File: src/rtl/sent_tx_scheduler.sv
// Round-robin arbiter sharing one SENT transmit controller among four requesters.
// Latches the winner's channel config, strobes the controller, and guards start/busy hangs.
module sent_tx_scheduler #(
  parameter int unsigned GAP_CYCLES     = 2,
  parameter int unsigned START_WAIT     = 4,
  parameter int unsigned TIMEOUT_CYCLES = 65535
) (
  input  logic        clk_tx,
  input  logic        reset_n_tx,
  input  logic        enable_i,
  input  logic [3:0]  req_i,
  input  logic [7:0]  req_fmt_i,
  input  logic [3:0]  req_pause_i,
  input  logic [3:0]  req_cfg_i,
  input  logic [31:0] req_id_i,
  input  logic [63:0] req_data_i,
  input  logic        tx_ready_i,
  output logic [3:0]  grant_o,
  output logic [3:0]  done_o,
  output logic        tx_enable_o,
  output logic [1:0]  tx_channel_format_o,
  output logic        tx_optional_pause_o,
  output logic        tx_config_bit_o,
  output logic [7:0]  tx_id_o,
  output logic [15:0] tx_data_bit_field_o,
  output logic        busy_o,
  output logic        err_o,
  output logic [7:0]  err_cnt_o
);

  localparam int unsigned NREQ = 4;
  localparam int unsigned CW   = 16;
  localparam logic [CW-1:0] START_LAST   = CW'((START_WAIT > 0) ? START_WAIT - 1 : 0);
  localparam logic [CW-1:0] TIMEOUT_LAST = CW'((TIMEOUT_CYCLES > 0) ? TIMEOUT_CYCLES - 1 : 0);
  localparam logic [CW-1:0] GAP_LAST     = CW'(GAP_CYCLES);

  typedef enum logic [2:0] {IDLE, LAUNCH, WAIT_START, BUSY, GAP} state_t;

  state_t        state, state_d;
  logic [1:0]    ptr, ptr_d;
  logic [CW-1:0] cnt, cnt_d;
  logic [3:0]    grant_d, done_d;
  logic          tx_enable_d, err_d, abort;
  logic [7:0]    err_cnt_d;
  logic          load;
  logic          found;
  logic [1:0]    winner, idx;

  // Round-robin search starting at ptr
  always_comb begin
    found  = 1'b0;
    winner = ptr;
    idx    = '0;
    for (int i = 0; i < NREQ; i++) begin
      idx = ptr + 2'(i);
      if (!found && req_i[idx]) begin
        found  = 1'b1;
        winner = idx;
      end
    end
  end

  // Next-state and registered-output values
  always_comb begin
    state_d     = state;
    ptr_d       = ptr;
    cnt_d       = cnt;
    grant_d     = grant_o;
    done_d      = '0;
    tx_enable_d = 1'b0;
    err_d       = 1'b0;
    err_cnt_d   = err_cnt_o;
    load        = 1'b0;
    abort       = 1'b0;
    case (state)
      IDLE: begin
        if (enable_i && found && tx_ready_i) begin
          grant_d     = 4'b0001 << winner;
          load        = 1'b1;
          tx_enable_d = 1'b1;
          ptr_d       = winner + 2'd1;
          state_d     = LAUNCH;
        end
      end
      LAUNCH: begin
        cnt_d   = '0;
        state_d = WAIT_START;
      end
      WAIT_START: begin
        if (!tx_ready_i) begin
          cnt_d   = '0;
          state_d = BUSY;
        end else if (cnt >= START_LAST) begin
          abort = 1'b1;
        end else begin
          cnt_d = cnt + CW'(1);
        end
      end
      BUSY: begin
        // completion takes priority over a coincident timeout
        if (tx_ready_i) begin
          done_d  = grant_o;
          grant_d = '0;
          cnt_d   = '0;
          state_d = GAP;
        end else if (cnt >= TIMEOUT_LAST) begin
          abort = 1'b1;
        end else begin
          cnt_d = cnt + CW'(1);
        end
      end
      GAP: begin
        if (cnt >= GAP_LAST) begin
          cnt_d   = '0;
          state_d = IDLE;
        end else begin
          cnt_d = cnt + CW'(1);
        end
      end
      default: state_d = IDLE;
    endcase
    if (abort) begin
      err_d   = 1'b1;
      grant_d = '0;
      cnt_d   = '0;
      state_d = GAP;
      if (err_cnt_o != 8'hFF) err_cnt_d = err_cnt_o + 8'd1;
    end
  end

  // State and control registers
  always_ff @(posedge clk_tx or negedge reset_n_tx) begin
    if (!reset_n_tx) begin
      state       <= IDLE;
      ptr         <= '0;
      cnt         <= '0;
      grant_o     <= '0;
      done_o      <= '0;
      tx_enable_o <= 1'b0;
      busy_o      <= 1'b0;
      err_o       <= 1'b0;
      err_cnt_o   <= '0;
    end else begin
      state       <= state_d;
      ptr         <= ptr_d;
      cnt         <= cnt_d;
      grant_o     <= grant_d;
      done_o      <= done_d;
      tx_enable_o <= tx_enable_d;
      busy_o      <= (state_d != IDLE);
      err_o       <= err_d;
      err_cnt_o   <= err_cnt_d;
    end
  end

  // Channel configuration, captured only at the grant edge
  always_ff @(posedge clk_tx or negedge reset_n_tx) begin
    if (!reset_n_tx) begin
      tx_channel_format_o <= '0;
      tx_optional_pause_o <= 1'b0;
      tx_config_bit_o     <= 1'b0;
      tx_id_o             <= '0;
      tx_data_bit_field_o <= '0;
    end else if (load) begin
      tx_channel_format_o <= req_fmt_i[{winner, 1'b0} +: 2];
      tx_optional_pause_o <= req_pause_i[winner];
      tx_config_bit_o     <= req_cfg_i[winner];
      tx_id_o             <= req_id_i[{winner, 3'b000} +: 8];
      tx_data_bit_field_o <= req_data_i[{winner, 4'b0000} +: 16];
    end
  end

endmodule

File: config.mk
export PLATFORM = sky130hd
export DESIGN_NAME = sent_tx_scheduler
export DESIGN_NICKNAME = d
export VERILOG_FILES = /design/src/rtl/sent_tx_scheduler.sv
export SDC_FILE = /design/constraint.sdc
export NUM_CORES = 1
export LEC_CHECK = 0
export CORE_AREA = 2 2 96 98
export CTS_CLUSTER_DIAMETER = 60
export DETAILED_ROUTE_END_ITERATION = 6
export DIE_AREA = 0 0 98 100
export MAX_ROUTING_LAYER = met4
export PLACE_DENSITY = 0.86
export SETUP_SLACK_MARGIN = 0.5
export SLEW_MARGIN = 20
export SYNTH_ARGS = -nofsm -noshare
export SYNTH_HDL_FRONTEND = slang
export SYNTH_SLANG_ARGS = --single-unit
File: constraint.sdc
create_clock -name clk_tx -period 6.04 [get_ports clk_tx]
set_clock_uncertainty 0.2 [all_clocks]
set_input_delay 1.208 -clock clk_tx [delete_from_list [all_inputs] [get_ports clk_tx]]
set_output_delay 1.208 -clock clk_tx [all_outputs]
set_load 0.1 [all_outputs]
# ---- Word level (Yosys, flattened, before mapping)
# Index checks and enable logic that the tools add are counted.
dict set report totals {
  reg_bits 68
  latch_bits 0
  ram_bits 0
  romBits 0
  out_inout_bits 47
  word_cells 103
  mem_count 0
}
dict set report op_classes {
  n_addsub 6
  mul 0
  n_div 0
  order_cmp 8
  eq_ne 9
  shift 4
  muxes 46
  n_bitwise 0
  n_reduce_logical 16
}
# cell count
set op_table {}
lappend op_table {{16-bit two-way mux} 6}
lappend op_table {{16-bit case mux with 4 select lines} 1}
lappend op_table {{64-bit by 7-bit indexed part select with 16-bit output} 1}
lappend op_table {{16-bit by 2-bit greater-or-equal comparator with 1-bit output, second input constant} 2}
lappend op_table {{32-bit by 6-bit indexed part select with 8-bit output} 1}
lappend op_table {{4-bit two-way mux} 5}
lappend op_table {{1-bit two-way mux} 17}
lappend op_table {{16-bit by 1-bit adder with 16-bit output, second input constant} 1}
lappend op_table {{16-bit greater-or-equal comparator, second input constant} 1}
lappend op_table {{2-bit by 3-bit less-than comparator with 1-bit output, second input constant} 5}
lappend op_table {{3-bit two-way mux} 5}
lappend op_table {{3-bit case mux with 5 select lines} 1}
lappend op_table {{1-bit binary-select mux with 2-bit select} 6}
lappend op_table {{8-bit by 1-bit adder with 8-bit output, second input constant} 1}
lappend op_table {{4-bit inequality test, second input constant} 2}
lappend op_table {{8-bit inequality test, second input constant} 1}
lappend op_table {{4-bit case mux with 2 select lines} 1}
lappend op_table {{8-bit by 4-bit indexed part select with 2-bit output} 1}
lappend op_table {{3-bit by 2-bit == test with 1-bit output, second input constant} 2}
lappend op_table {{2-bit two-way mux} 3}
lappend op_table {{3-bit inequality test, second input constant} 2}
lappend op_table {{3-bit AND reduction} 2}
lappend op_table {{3-bit nonzero test} 2}
lappend op_table {{1-bit logical AND} 5}
lappend op_table {{10 further kinds} 15}

# ---- Depth between registers and ports, before layout
# Gate-level depths: netlist of run 1.
dict set report logic_depth {
  word_depth 18
  depth_mapped 9
  mapped_depth_nobuf 7
}

# ---- Least setup slack after synthesis of run 1
# No wires, ideal clock.
dict set report synth_timing {
  kind {input -> register}
  start {input port req_i[2]}
  end {register ptr[1]}
  arrival_ps 3089
  required_ps 5723
  slack_ps 2635
  stages 9
  path_buffers 2
  cell_sequence {nor2b_1 > o21a_1 > a21oi_1 > clkbuf_1 > buf_1 > inv_1 > ha_1 > nand2_1 > nand2_1}
}
dict set report synth_via {
  elab_chain_len 15
}
# element line
set synth_rtl {}
lappend synth_rtl {{start, declared} 11} ;# input logic [3:0] req_i,
lappend synth_rtl {{parallel branches: the longest is 15 deep, another holds 1-bit binary-select mux with 2-bit select} n/a}
lappend synth_rtl {{end signal, assigned} 145} ;# ptr <= ptr_d;
lappend synth_rtl {{end, declared} 40} ;# logic [1:0] ptr, ptr_d;
# Several ways; the timed one is not identified. The select of a mux whose other input is x is not followed.
# A chain may end at the register's enable or synchronous reset.

# ---- Final worst setup path of run 1
dict set report layout_timing {
  start {input port req_i[3]}
  end {register tx_data_bit_field_o[15]}
}
dict set report layout_via {
  elab_chain_len 16
}
# element line
set layout_rtl {}
lappend layout_rtl {{1-bit binary-select mux with 2-bit select} 56} ;# if (!found && req_i[idx]) begin
lappend layout_rtl {{1-bit two-way mux (not written as such)} 56}
lappend layout_rtl {{1-bit two-way mux} 56}
lappend layout_rtl {{1-bit logical NOT} 56}
lappend layout_rtl {{1-bit logical AND} 56}
lappend layout_rtl {{1-bit two-way mux} 56}
lappend layout_rtl {{1-bit logical NOT} 56}
lappend layout_rtl {{1-bit logical AND} 56}
lappend layout_rtl {{1-bit two-way mux} 56}
lappend layout_rtl {{1-bit logical NOT} 56}
lappend layout_rtl {{1-bit logical AND} 56}
lappend layout_rtl {{1-bit two-way mux (*)} 56}
lappend layout_rtl {{1-bit logical AND (*) (2 in series)} 77} ;# if (enable_i && found && tx_ready_i) begin
lappend layout_rtl {{1-bit two-way mux (*)} 77}
lappend layout_rtl {{1-bit two-way mux (*)} 75} ;# case (state)
lappend layout_rtl {{via load} 45} ;# logic load;
lappend layout_rtl {{end signal, assigned} 169} ;# tx_data_bit_field_o <= req_data_i[{winner, 4'b0000} +: 16];
lappend layout_rtl {{end, declared} 25} ;# output logic [15:0] tx_data_bit_field_o,
# The timed path passes the listed nets; every way through them passes the cells marked *. The select of a mux whose other input is x is not followed.

==> results of run 1 <==
-- power breakdown --
part	total (uW)	internal [uW]	switching [uW]
Sequential	708	587	121
Clock	461	285	176
Combinational	1760	507	1260
-- final cells by class --
class / instances / area (sq um) / share of cell area
multi-input cells: 287 / 2090 / 0.355
clock buffers: 10 / 138 / 0.0233
clock inverters: 6 / 111 / 0.0189
flip-flops and latches: 68 / 1700 / 0.289
well taps: 111 / 139 / 0.0236
inverters: 8 / 30.0 / 0.00509
repair buffers: 170 / 1690 / 0.286
-- logic make-up after synthesis --
group,Yosys count,share of synthesized area
mux,61,0.158
simple gates,136,0.177
buf+inv,31,0.0336
flops,68,0.435
compound gates,73,0.152
fa+ha+maj,7,0.0224
xor+xnor,10,0.0224
-- per-stage QoR --
stage,utilization,cell area (sq um)
2_1_floorplan,-,3910
3_5_place_dp,0.635,5650
5_1_grt,0.663,5900
4_1_cts,0.663,5890
3_3_place_gp,0.635,5650
6_report,0.663,5900
-- per-layer routing --
metal  up-vias  GRT usage  wire length (microns)
met5         -          -                      0
met1      1766      0.288                   4540
li1       1762          -                      -
met2       184      0.395                   5680
met4         0     0.0652                    199
met3        17     0.0515                    843
-- final timing paths --
kind | start | endpoint | slack (ps) | cells past startpoint
min in group asynchronous | reset_n_tx | err_cnt_o[5] | 850 | 2
worst min register to register | tx_data_bit_field_o[0] | tx_data_bit_field_o[0] | 300 | 2
worst max register to register | cnt[4] | cnt[14] | 2780 | 5
max in group asynchronous | reset_n_tx | tx_data_bit_field_o[2] | 4230 | 2
worst max-delay path | req_i[3] | tx_data_bit_field_o[15] | 2200 | 7
worst min-delay path | tx_data_bit_field_o[0] | tx_data_bit_field_o[0] | 300 | 2
-- placed cells by master (no fill, tap or decap), types with 3 or more instances in the layout --
cell type / instances
or4_1: 6
buf_4: 4
nand2_1: 52
o21ai_0: 5
nor3_1: 10
a221o_1: 3
clkbuf_8: 10
or2_2: 4
mux2i_1: 56
bufinv_16: 3
nor4_1: 6
xnor2_1: 8
nor2b_1: 6
or3_1: 3
and2_1: 5
a22o_1: 3
dfrtp_1: 68
ha_1: 7
o221ai_1: 28
nand2b_1: 3
a21oi_2: 7
nand4_1: 6
nor2_1: 10
a21oi_1: 6
and3_1: 8
nand3_1: 9
inv_1: 7
clkdlybuf4s50_1: 165
o41ai_1: 4
mux2_2: 5
-- sequential cells by signal, summed over array words and instances, names as in the netlist --
signal	count
busy_o	1
cnt	16
done_o	4
err_cnt_o	8
err_o	1
grant_o	4
ptr	2
state	3
tx_channel_format_o	2
tx_config_bit_o	1
tx_data_bit_field_o	16
tx_enable_o	1
tx_id_o	8
tx_optional_pause_o	1
-- worst max-delay path: cells and delay by family --
kind	cells	cell delay, ps
AND/OR/NAND/NOR	3	1370
AO/OA/AOI/OAI	1	260
buffers and inverters	3	970
==> flow_metrics.tcl, run 1 <==
set metrics [dict create \
    status "complete, no violations" \
    ys_types 48 \
    fmax_mhz 260 \
    hold_buffers 0 \
    worstSetupEndpointType "flip-flop" \
    crit_type "input pin to flip-flop" \
    rsz0062_at_grt "no" \
    drtPass1Iterations 7 \
    syn_inst 386 \
    cts_setup_buffers 0 \
    clock_sinks 68 \
    cts_resized 0 \
    finalPower_uw 2930 \
    grt_pass1_vias 3708 \
    tightest_slew_ps 1060 \
    initial_utilization 0.440 \
    ir_drop_mv 0.361 \
    drive_gt1_frac 0.0820 \
    routed_via_density 5.65 \
    syn_avg_cell_area_sq_um 10.1 \
    fin_setup_tns_ps 0 \
    whs_ps 295 \
    htreeDepth 3 \
    diodes 0 \
    fin_nets 671 \
    finalCriticalPeriod_ps 3840 \
    grt_overflow 0 \
    core_area_sq_um 8890 \
    rows 35 \
    final-setup-viol-count 0 \
    cp.arrival_ps 3810 \
    synth_most_common_cell "dfrtp_1" \
    grt_max_degree 69 \
    crit_path_cell_trace "clkdlybuf4s50_1, or4_1, nand4_1, buf_4, inv_2, nand2_1, o221ai_1" \
    port_buffers 166 \
    die_area_sq_um 9800 \
    tritoncts "done" \
    start_kind "input pin" \
    clockRootBuffer "clkbuf_8" \
    pre_cts_ws_ps 1860 \
    p_per_area_nw_per_um2 498 \
    ys_top_cells_by_count "dfrtp_1, mux2i_1, nand2_1" \
    hold_class "flip-flop to flip-flop" \
    routedWlPerCell_microns 17.1 \
    nFillCells 688 \
    clk_latency_ps 340 \
    dp_cells 644 \
    cp_max_fo 35 \
    cts.clk_slew.worst_paths_ps 70 \
    grt_pass1_wl_microns 17800 \
    drt_iter0_markers 192 \
    grt.total_usage 0.235 \
    syn_to_final_growth_pct 50.8 \
    cts.path.max_buffers 2 \
    synth_top_cell_area_share 0.435 \
    synthArstFlopShare 1.00 \
    die_x_microns 98 \
    ys.flop_type "dfrtp_1" \
    syn_area_sq_um 3910 \
    critPathSlowestCell "nand2_1" \
    ys_seq_area_frac 0.435 \
    required_ps 6010 \
    syn_nets 513 \
    num_vias 3729 \
    finalHoldViolCount 0 \
    yosys.area.top_type "dfrtp_1" \
    ios 167 \
    die_h_microns 100 \
    maxCapViolations 0 \
    final_cells 660 \
    cts_buffers 9 \
    synth.area.top_cells "dfrtp_1, mux2i_1, o221ai_1" \
    ant_nets 0 \
    leakagePower_uw 0.00264 \
    setup_slack_ps 2200 \
    slew_viol_final 0 \
    place.gp.congestion 0.872 \
    synth_edf_count 0 \
    antenna_found_initial 0 \
    ys_ff_latch 68 \
    period_share 0.637 \
    dp_hpwl_microns 8690 \
    drc 0 \
    yosys_warnings 0 \
    max_slew_margin 0.291 \
    wirelength_microns 11300 \
    slowest_delay_ps 740 \
]
No activity file was read; power rests on OpenSTA's default activity.
==> run 2, diff against run 1 <==
--- a/config.mk
+++ b/config.mk
@@ -5,12 +5,12 @@
 export SDC_FILE = /design/constraint.sdc
 export NUM_CORES = 1
 export LEC_CHECK = 0
-export CORE_AREA = 2 2 96 98
+export CORE_AREA = 2 2 99 101
 export CTS_CLUSTER_DIAMETER = 60
 export DETAILED_ROUTE_END_ITERATION = 6
-export DIE_AREA = 0 0 98 100
+export DIE_AREA = 0 0 101 103
 export MAX_ROUTING_LAYER = met4
-export PLACE_DENSITY = 0.86
+export PLACE_DENSITY = 0.81
 export SETUP_SLACK_MARGIN = 0.5
 export SLEW_MARGIN = 20
 export SYNTH_ARGS = -nofsm -noshare
==> constraint.sdc (replaced) <==
create_clock -name clk_tx -period 3.7 [get_ports clk_tx]
set_clock_uncertainty 0.2 [all_clocks]
set_input_delay 0.74 -clock clk_tx [delete_from_list [all_inputs] [get_ports clk_tx]]
set_output_delay 0.74 -clock clk_tx [all_outputs]
set_load 0.1 [all_outputs]
==> run 2 against run 1 <==
Critical path type is now flip-flop to flip-flop. Die area rose by 6.2%. Register-to-register slack lost 2200 ps. Sequential power rose by 61%.
==> flow_metrics.tcl, run 2 (synthesis results as in run 1) <==
set metrics [dict create \
    status "complete, no violations" \
    routedWlPerCell_microns 17.9 \
    routed_via_density 5.61 \
    drive_gt1_frac 0.127 \
    grt_pass1_vias 3666 \
    pwr-share-clk 0.118 \
    tightest_slew_ps 1060 \
    cts_setup_buffers 0 \
    period_share 0.839 \
    drc 0 \
    port_buffers 166 \
    die_h_microns 103 \
    final-setup-viol-count 0 \
    reg2reg_depth 5 \
    regToRegEndpoint "cnt[13]" \
    max_slew_margin 0.289 \
    intPower_uw 2030 \
    cts.clk_slew.worst_paths_ps 80 \
    dp_cells 652 \
    place.gp.congestion 0.950 \
    power.switching_uw 2550 \
    finalCriticalPeriod_ps 3100 \
    p_comb_frac 0.633 \
    cts.path.max_buffers 2 \
    rows 36 \
    finalPower_uw 4580 \
    fin_nets 676 \
    start_kind "flip-flop" \
    htreeDepth 3 \
    ir_drop_mv 0.499 \
    syn_to_final_growth_pct 48.6 \
    die_x_microns 101 \
    core_area_sq_um 9460 \
    drt_iter0_markers 160 \
    cts_buffers 9 \
    hold_buffers 0 \
    tritoncts "done" \
    swShare 0.557 \
    drtPass1Iterations 4 \
    grt_overflow 0 \
    diodes 0 \
    grt_max_degree 40 \
    cp.arrival_ps 3170 \
    final_cells 667 \
    rsz0062_at_grt "no" \
    required_ps 3760 \
    die_area_sq_um 10400 \
    seqCellArea_sq_um 1700 \
    ant_nets 0 \
    antenna_found_initial 0 \
    crit_type "flip-flop to flip-flop" \
    clockRootBuffer "clkbuf_8" \
    grt.total_usage 0.236 \
    fmax_mhz 322 \
    initial_utilization 0.413 \
    multiInputGateArea_sq_um 2100 \
    worstSetupEndpointType "flip-flop" \
    timing.rr.start "cnt[4]" \
    p_per_area_nw_per_um2 788 \
    startpoint "cnt[4]" \
    cp_max_fo 10 \
    r2r_setup_slack_ps 600 \
    wirelength_microns 11900 \
    finalHoldViolCount 0 \
    clock_sinks 68 \
    leakagePower_uw 0.00266 \
    fin_setup_tns_ps 0 \
    nFillCells 795 \
    hold_class "input pin to async pin" \
    mostFrequentLayoutCells "clkdlybuf4s50_1, dfrtp_1, mux2i_1, nand2_1, buf_4" \
    grt_pass1_wl_microns 18500 \
    cts_resized 1 \
    mostFrequentLayoutCell "clkdlybuf4s50_1" \
    reg.largest.list "cnt x16, tx_data_bit_field_o x16" \
    clk_latency_ps 340 \
    num_vias 3743 \
    maxCapViolations 0 \
    ios 167 \
    slew_viol_final 0 \
    crit_end "cnt[13]" \
    seqPwrFrac 0.249 \
    dp_hpwl_microns 9160 \
]
[run 2: area by class of cell]
cell class                 count  share of cell area
timing repair buffer         175               0.287
multi-input combinational    287               0.361
inverter                       8             0.00517
sequential                    68               0.293
clock inverter                 4             0.00452
clock buffer                  11              0.0243
tap                          114              0.0245
[run 2: worst min-delay path by stage]
stage / start / end / slack (ps) / depth (start not counted)
after global placement: tx_data_bit_field_o[5] / tx_data_bit_field_o[5] / 270 / 2
final: reset_n_tx / err_o / 250 / 1
after detailed placement: tx_data_bit_field_o[7] / tx_data_bit_field_o[7] / 280 / 2
after global routing: reset_n_tx / tx_data_bit_field_o[15] / 290 / 1
after CTS: reset_n_tx / grant_o[3] / 260 / 1
after floorplan: reset_n_tx / busy_o / 240 / 0
[run 2: critical path, stage by stage, from the launching register on]
cell	delay, ps
dfrtp_1	430
or4_1	570
or4_1	580
o41a_1	560
or3_4	530
a21oi_2	160
[run 2: per-layer routing]
layer,part of all wire,global-route usage
met4,0.014,0.0582
met2,0.52,0.397
met5,0,-
met3,0.064,0.0590
met1,0.40,0.285
[run 2: power groups by stage]
| stage | logic [uW] | clock network [uW] | registers [uW] |
|---|---|---|---|
| 6_report | 2900 | 540 | 1140 |
| 5_1_grt | 3020 | 583 | 1170 |
| 4_1_cts | 2890 | 549 | 1140 |
| 2_1_floorplan | 922 | 0 | 2380 |
| 3_3_place_gp | 2830 | 0 | 1150 |
| 3_5_place_dp | 2880 | 0 | 1150 |
[run 2: through the flow]
| step | instance area (sq um) | util | worst slack [ps] | hold slack (ps) |
|---|---|---|---|---|
| 6_report | 5810 | 0.614 | 597 | 251 |
| 5_1_grt | 5810 | 0.614 | 502 | 290 |
| 4_1_cts | 5800 | 0.614 | 632 | 261 |
| 3_5_place_dp | 5630 | 0.595 | 515 | 276 |
| 3_3_place_gp | 5630 | 0.595 | 585 | 273 |
| 2_1_floorplan | 3910 | - | 763 | 244 |
==> RTL edit: new RTL, config.mk and constraints of run 1 <==
The localparam `CW` goes from 16 to 8.
--- a/src/rtl/sent_tx_scheduler.sv
+++ b/src/rtl/sent_tx_scheduler.sv
@@ -31,3 +31,3 @@
   localparam int unsigned NREQ = 4;
-  localparam int unsigned CW   = 16;
+  localparam int unsigned CW   = 8;
   localparam logic [CW-1:0] START_LAST   = CW'((START_WAIT > 0) ? START_WAIT - 1 : 0);
Function: same outputs for any inputs over 10 cycles, from zero or initial values and one cycle with reset_n_tx low; that may be too few to reach the edited logic, so the function may still have changed.
==> RTL edit against run 1 <==
Final area down 9.9%; worst setup slack worse by 0.032 ns; synthesized area down 14%; clock power down 17%; first-iteration DRC count down 22%; total power down 5.8%; die area unchanged; sequential cell count down 8; sequential power down 7.6%; via count down 13%; count of clock-buffer cells in the layout up 2; routed wire length down 9.6%.
==> RTL edit: results (changes against run 1) <==
Critical path
  • Crit path arrival time: 3.81 ns (about the same)
  • Slowest CP cell: nand2_1
  • CP peak stage delay: 0.77 ns (+0.03 ns)
  • CP Max Fanout: 33 (-5.7%)

Yosys
  • Sequential-to-total area share from yosys stat: 44.8% (+1.3 points)
  • Async SR Flop Fraction: 100% (unchanged)
  • Synth Net Count: 450 (-12%)
  • Netlist cell types: 45 (-6.3%)
  • Largest area contributor in the netlist: dfrtp_1
  • Area contributors post-synth: dfrtp_1 (45%), mux2i_1 (17%), o221ai_1 (7.3%)
  • Synth Instances: 323 (-16%)
  • Commonest cells in the netlist: dfrtp_1 (60), mux2i_1 (56), nand2_1 (45)

Global route
  • Met1 usage: 23.9% (-5.0 points)
  • Initial antenna violation count: 0 (unchanged)
  • Grt met3 use: 3.06% (-2.1 points)
  • Aggregate global-route resource usage: 20.3% (-3.2 points)
  • Largest net degree at the start of global routing: 61 (-12%)
  • Met2 usage: 34.9% (-4.6 points)
  • First-pass GRT wire length: 15.4 mm (-13%)

Status
  • Status: complete, no violations

CTS
  • H-Tree Depth: 3 (unchanged)
  • Skew-Pair Late Insertion Delay: 0.32 ns (-0.02 ns)
  • Clk slew on worst S/H paths: 0.06 ns
  • Post-CTS Setup Repair Bufs: 0 (unchanged)
  • Clk root buf: clkbuf_8

Power and ir drop
  • Cell-internal power: 1270 µW (-7.6%)
  • Static leakage: 0.00234 µW (-11%)
  • Maximum VDD drop: 0.311 mV (-14%)

Finish
  • Non-Filler Instances: 601 (-8.9%)
  • Inserted Diodes: 0 (unchanged)
  • Fill cell count: 760 (+10%)
  • Nets: 612 (-8.8%)
  • Top reg by flops: tx_data_bit_field_o
  • Share of layout cells above drive strength 1: 6.12% (-2.1 points)

Drt
  • TritonRoute pass-1 iters: 4 (-3)
  • Initial drt markers: 150 (-22%)
  • Post-detailed-route wirelength per cell: 16.9 µm (-0.77%)
  • Via count: 3238 (-13%)

Placed design
  • DP Worst Slack: 1.87 ns (+0.00985 ns)
  • Global placement routability congestion: 0.830 (-4.8%)
  • Hpwl dp: 7.83 mm (-9.9%)
  • Post-placement cell count: 585 (-9.2%)

Timing
  • Rel. slew slack: 31.0% (+1.9 points)

Worst hold path
  • Hold Path Class: flip-flop to flip-flop
-- RTL edit: final timing paths --
kind	start	end	slack [ns]	cells after the start
max	req_i[0]	tx_id_o[2]	2.16	7
min	tx_channel_format_o[0]	tx_channel_format_o[0]	0.29	2
max reg2reg	state[1]	tx_id_o[2]	3.22	6
min reg2reg	tx_channel_format_o[0]	tx_channel_format_o[0]	0.29	2
max in group asynchronous	reset_n_tx	tx_channel_format_o[0]	4.32	2
min in group asynchronous	reset_n_tx	err_o	0.84	2
-- RTL edit: worst max-delay path: cells and delay by family --
family,cells,cell delay [ns]
buffers and inverters,3,0.96
AND/OR/NAND/NOR,2,0.87
AO/OA/AOI/OAI,2,0.76
-- RTL edit: kinds of logic after synthesis --
| group | after synthesis | share of synthesized area, % |
|---|---|---|
| simple gates | 100 | 15.0 |
| compound gates | 63 | 14.6 |
| flops | 60 | 44.8 |
| mux | 57 | 17.1 |
| buf+inv | 26 | 3.25 |
| xor+xnor | 10 | 2.61 |
| fa+ha+maj | 7 | 2.61 |
-- RTL edit: layer usage --
metal  routed length (µm)  vias up
met5                    0        -
met4                  303        0
met3                  426       26
met2                 5390      122
met1                 4050     1567
li1                     -     1523
-- RTL edit: power groups by stage --
stage          logic [µW]  clock network (µW)  registers [µW]
6_report             1730                 383             654
5_1_grt              1790                 404             671
4_1_cts              1730                 390             652
3_5_place_dp         1730                   0             653
3_3_place_gp         1690                   0             650
2_1_floorplan         490                   0            1430
-- RTL edit: final cells by class --
cell class / instances / share of cell area, %
multi-input combinational: 237 / 32.9
timing repair buffer: 170 / 31.7
sequential: 60 / 28.3
tap: 111 / 2.61
clock buffer: 12 / 2.54
clock inverter: 4 / 1.39
inverter: 7 / 0.495
-- RTL edit: per-stage QoR --
| stage | hold WS (ns) | util (%) | instance area [µm²] |
|---|---|---|---|
| 2_1_floorplan | 0.281 | - | 3350 |
| 3_3_place_gp | 0.269 | 57.4 | 5100 |
| 3_5_place_dp | 0.273 | 57.4 | 5100 |
| 4_1_cts | 0.293 | 59.8 | 5310 |
| 5_1_grt | 0.321 | 59.8 | 5310 |
| 6_report | 0.291 | 59.8 | 5310 |
